--- src/rtl/mem_access_unit.sv ---
// Load/store sequencer: moves one core request to/from a byte-wide synchronous RAM,
// big-endian, one byte per cycle, plus a read-only trigger register.
module mem_access_unit #(
  parameter int unsigned           WIDTH     = 32,
  parameter int unsigned           ADDR_BITS = 17,
  parameter logic [WIDTH-1:0]      TRIG_ADDR = 'h100
) (
  input  logic                 clk,
  input  logic                 rst,
  input  logic                 req_valid,
  output logic                 req_ready,
  input  logic                 req_we,
  input  logic [2:0]           req_mode,
  input  logic [WIDTH-1:0]     req_addr,
  input  logic [WIDTH-1:0]     req_wdata,
  input  logic                 trigger,
  output logic                 resp_valid,
  output logic [WIDTH-1:0]     resp_rdata,
  output logic [ADDR_BITS-1:0] mem_addr,
  output logic                 mem_we,
  output logic [7:0]           mem_wdata,
  input  logic [7:0]           mem_rdata
);

  typedef enum logic [1:0] {StIdle, StXfer, StDrain, StResp} state_e;

  state_e           state_q;
  logic [1:0]       beat_q;
  logic [1:0]       last_q;
  logic             we_q;
  logic [2:0]       mode_q;
  logic [WIDTH-1:0] wdata_q;
  logic [WIDTH-1:0] acc_q;

  logic             legal;
  logic             mmio;
  logic [1:0]       beats_m1;
  logic [WIDTH-1:0] acc_shift;

  always_comb begin
    legal    = 1'b1;
    beats_m1 = 2'd0;
    case (req_mode)
      3'b001:         beats_m1 = 2'd3;
      3'b010, 3'b100: beats_m1 = 2'd1;
      3'b011, 3'b101: beats_m1 = 2'd0;
      default:        legal    = 1'b0;
    endcase
  end

  assign mmio      = (req_addr == TRIG_ADDR);
  assign acc_shift = {acc_q[WIDTH-9:0], mem_rdata};

  // Byte idx of the right-aligned store data; idx 0 is the least-significant byte.
  function automatic logic [7:0] store_byte(input logic [WIDTH-1:0] d, input logic [1:0] idx);
    return d[{idx, 3'b000} +: 8];
  endfunction

  function automatic logic [WIDTH-1:0] extend(input logic [2:0] mode, input logic [WIDTH-1:0] a);
    case (mode)
      3'b010:  return {{(WIDTH-16){a[15]}}, a[15:0]};
      3'b011:  return {{(WIDTH-8){a[7]}}, a[7:0]};
      3'b100:  return {{(WIDTH-16){1'b0}}, a[15:0]};
      3'b101:  return {{(WIDTH-8){1'b0}}, a[7:0]};
      default: return a;
    endcase
  endfunction

  always_ff @(posedge clk) begin
    if (rst) begin
      state_q    <= StIdle;
      req_ready  <= 1'b1;
      resp_valid <= 1'b0;
      resp_rdata <= '0;
      mem_addr   <= '0;
      mem_we     <= 1'b0;
      mem_wdata  <= '0;
      acc_q      <= '0;
      beat_q     <= '0;
      last_q     <= '0;
      we_q       <= 1'b0;
      mode_q     <= '0;
      wdata_q    <= '0;
    end else begin
      case (state_q)
        StIdle: begin
          if (req_valid && req_ready) begin
            we_q      <= req_we;
            mode_q    <= req_mode;
            wdata_q   <= req_wdata;
            acc_q     <= '0;
            beat_q    <= '0;
            last_q    <= beats_m1;
            req_ready <= 1'b0;
            // Illegal modes and the trigger register complete without touching the RAM.
            if (!legal || mmio) begin
              state_q    <= StResp;
              resp_valid <= 1'b1;
              if (!req_we) begin
                resp_rdata <= legal ? {{(WIDTH-1){1'b0}}, trigger} : '0;
              end
            end else begin
              state_q   <= StXfer;
              mem_addr  <= req_addr[ADDR_BITS-1:0];
              mem_we    <= req_we;
              mem_wdata <= store_byte(req_wdata, beats_m1);
            end
          end
        end
        StXfer: begin
          // Read data lags its address by a cycle, so beat k delivers byte k-1.
          if (!we_q && beat_q != 2'd0) begin
            acc_q <= acc_shift;
          end
          if (beat_q == last_q) begin
            mem_we <= 1'b0;
            if (we_q) begin
              state_q    <= StResp;
              resp_valid <= 1'b1;
            end else begin
              state_q <= StDrain;
            end
          end else begin
            beat_q    <= beat_q + 2'd1;
            mem_addr  <= mem_addr + 1'b1;
            mem_wdata <= store_byte(wdata_q, last_q - beat_q - 2'd1);
          end
        end
        StDrain: begin
          acc_q      <= acc_shift;
          resp_rdata <= extend(mode_q, acc_shift);
          resp_valid <= 1'b1;
          state_q    <= StResp;
        end
        StResp: begin
          resp_valid <= 1'b0;
          req_ready  <= 1'b1;
          state_q    <= StIdle;
        end
        default: begin
          state_q   <= StIdle;
          req_ready <= 1'b1;
          mem_we    <= 1'b0;
        end
      endcase
    end
  end

endmodule

--- config.mk ---
export PLATFORM = sky130hd
export DESIGN_NAME = mem_access_unit
export DESIGN_NICKNAME = d
export VERILOG_FILES = /design/src/rtl/mem_access_unit.sv
export SDC_FILE = /design/constraint.sdc
export NUM_CORES = 1
export LEC_CHECK = 0
export BUFFER_PORTS_ARGS = -buffer_cell sky130_fd_sc_hd__buf_2
export CORE_MARGIN = 5
export CORE_UTILIZATION = 59
export DETAILED_ROUTE_END_ITERATION = 12
export GPL_ROUTABILITY_DRIVEN = 0
export PLACE_DENSITY = 0.85
export SLEW_MARGIN = 40
export SYNTH_ARGS = -nofsm -noshare
export SYNTH_HDL_FRONTEND = slang
export SYNTH_SLANG_ARGS = --single-unit
--- constraint.sdc ---
create_clock -name clk -period 5 [get_ports clk]
set_input_delay 1 -clock clk [delete_from_list [all_inputs] [get_ports clk]]
set_output_delay 1 -clock clk [all_outputs]
set_load 0.01 [all_outputs]
==> summary.txt <==
Status - finished, final reports clean
Critical path's top delay family - simple AND/OR/NAND/NOR gates
Most frequent cells in the layout - nand2_1, buf_2, dfxtp_1, a21oi_1, nor2_1
H-tree depth - 4
Maximum vdd drop - 0.307 mV
Slew @ Worst Pin - 798 ps
GRT overflow - 0
Final worst-path cycle share - 61.4%
Nets - 999
Most common cell after layout, fill and taps aside - nand2_1
Fraction of layout cells with a size suffix above 1 - 22.2%
DP Worst Slack - 1670 ps
Critical path's largest stage delay - 640 ps
Vias - 6498
Syn Inst Count - 817
Largest net degree at the start of global routing - 74
Area grow syn2layout - 18.5%
Vias in the first global route - 5918
Met3 Use GR - 6.21%
Yosys warnings - 0
Worst Setup Start Kind - register
Initial antenna violation count - 0
Util after Layout - 71.7%
Clock tree buffer depth - 2
CTS tree - yes
HPWL after DPL - 12.1 mm
Final Skew - 7.85 ps
RSZ-0062 raised after global routing - false
Yosys cell types - 75
Met1 Resource Use GR - 36.2%
Hold Fails Final Rpt - 0
Final Non-Filler Cells - 1065
Register bit count reported by yosys - 126
Clock sink total - 126
Ys async rst share - 0%
Slowest-stage cell, CP - o22ai_2
Slew Limit Headroom - 46.7%
Crit. End Element - register
Worst Setup Slack, final - 1930 ps
Core Area - 0.0109 sq mm
CTS buffer count - 17
Post-CTS Resized - 0
Max Clock Freq - 326 MHz
First-pass GRT wire length - 28.9 mm
Initial detailed-routing violation count - 645
PwrDens - 518 mW/mm^2
Ports - 140
Syn avg cell area - 8.06 sq um
Leakage Power - 3.20 nW
# rows - 38
EDFF count, synth - 0
Vias per std cell - 6.10
Mapped Nets - 904
Initial Util - 60.5%
Worst-skew pair later-pin latency - 540 ps
Root Driver - clkbuf_8
IO buf count - 139
Post-synthesis sequential area ratio - 38.3%
Req. time, crit path - 5480 ps
Met2 GRT Util - 42.3%
Post-CTS Setup Inserts - 0
Post-route antenna net violation count - 0
Type of the most critical hold path - register to register
GRT busiest layer - met2
Die area - 0.0134 sq mm
Post-route DRC violation count - 0
Inserted Diodes - 0
Drt wl/cell - 16.8 um
DP Cell Count - 1033
Initial DRT Pass Iterations - 6
Worst EP arrival - 3550 ps
CP bufs+invs - 2
Final critical-path required period - 3070 ps
Tot Pwr - 0.00404 W
Max-cap violations - 0
Max Slew Vio Count - 0
Critical path cell sequence - inv_1 > ha_2 > and3_1 > buf_4 > o22ai_2 > nor2_4 > nor2_2 > o221a_1
Post-synthesis cell area - 0.00658 sq mm
Drt total wl - 17.9 mm
# setup viols final - 0
Largest fanout on the critical path - 40
Clock Pin Slew Worst Setup and Hold Paths - 60 ps
Setup CP Type - register to register
Setup TNS - 0 ps
# hold bufs at CTS - 0
Die Y - 116 um
Commonest register cell after synthesis - dfxtp_1
Die X - 116 um
Total GRT Usage - 26.9%
[per-layer routing]
metal | wire, um | up-vias
met1 | 7810 | 3016
met2 | 8170 | 310
met3 | 1570 | 35
met4 | 398 | 0
li1 | - | 3137
met5 | 0 | -
[cell usage after synthesis, types with 6 or more instances]
library cell  count  share of area [%]
nand2_1         154                8.8
dfxtp_1         126                 38
a21oi_1          92                7.0
nor2_1           46                2.6
clkbuf_1         44                2.5
nand3_1          39                3.0
mux2i_1          30                4.6
nor3_1           26                2.0
nor2b_1          23                2.2
mux2_1           19                3.2
a221oi_1         18                2.4
o21ai_0          16                1.2
inv_1            14               0.80
buf_2            12               0.91
o32ai_1          11                1.5
buf_1            10               0.57
nor4_1           10               0.95
o2bb2ai_1         8                1.1
ha_1              7                1.3
a211oi_1          6               0.68
nand4_1           6               0.57
o31ai_1           6               0.68
[final timing paths]
check | startpoint | to | slack (ps) | cells after the start
worst max register to register | state_q[0] | mem_addr[0] | 1930 | 8
worst min register to register | wdata_q[3] | wdata_q[3] | 450 | 2
worst max-delay path | state_q[0] | mem_addr[0] | 1930 | 8
worst min-delay path | wdata_q[3] | wdata_q[3] | 450 | 2
[state kept, by name, summed over array words and instances (netlist names)]
name,flops
we_q,1
mem_wdata,8
mode_q,3
resp_rdata,32
resp_valid,1
mem_addr,17
state_q,2
beat_q,2
req_ready,1
wdata_q,32
last_q,2
acc_q,24
mem_we,1
[kinds of logic after synthesis]
kind of cell / Yosys count / share of synthesized area [%]
AOI/OAI and AO/OA: 212 / 22.5
xor gates and xnor gates: 6 / 1.24
adders and majority gates: 7 / 1.33
buffers and inverters: 85 / 5.30
DFF: 126 / 38.3
muxes: 52 / 8.32
and+or+nand+nor: 329 / 23.0
[final cells by class]
class	instances	area [sq um]
multi-input combinational	606	3730
fill	893	3090
sequential	126	2520
timing repair buffer	145	743
clock buffer	19	432
tap	140	175
clock inverter	13	143
inverter	16	60.1
[per-stage QoR]
stage / area [sq um] / hold slack, ps
floorplan: 6580 / 432
global placement: 7210 / 441
detailed placement: 7220 / 447
CTS: 7790 / 455
global route: 7800 / 475
finish: 7800 / 454
[worst register-to-register path: cells and delay by family, from the launching register on]
family	cells	cell delay, ps
AND/OR/NAND/NOR	3	990
AO/OA/AOI/OAI	2	940
buffers and inverters	2	370
flip-flops	1	360
adder cells (fa/ha/maj)	1	350
[power breakdown]
group / switching, W / internal, W / total [W]
Combinational: 0.000993 / 0.000538 / 0.00153
Clock: 0.000466 / 0.000722 / 0.00119
Sequential: 0.000154 / 0.00117 / 0.00132
Total: 0.00161 / 0.00243 / 0.00404
No activity file was read; power rests on OpenSTA's default activity.
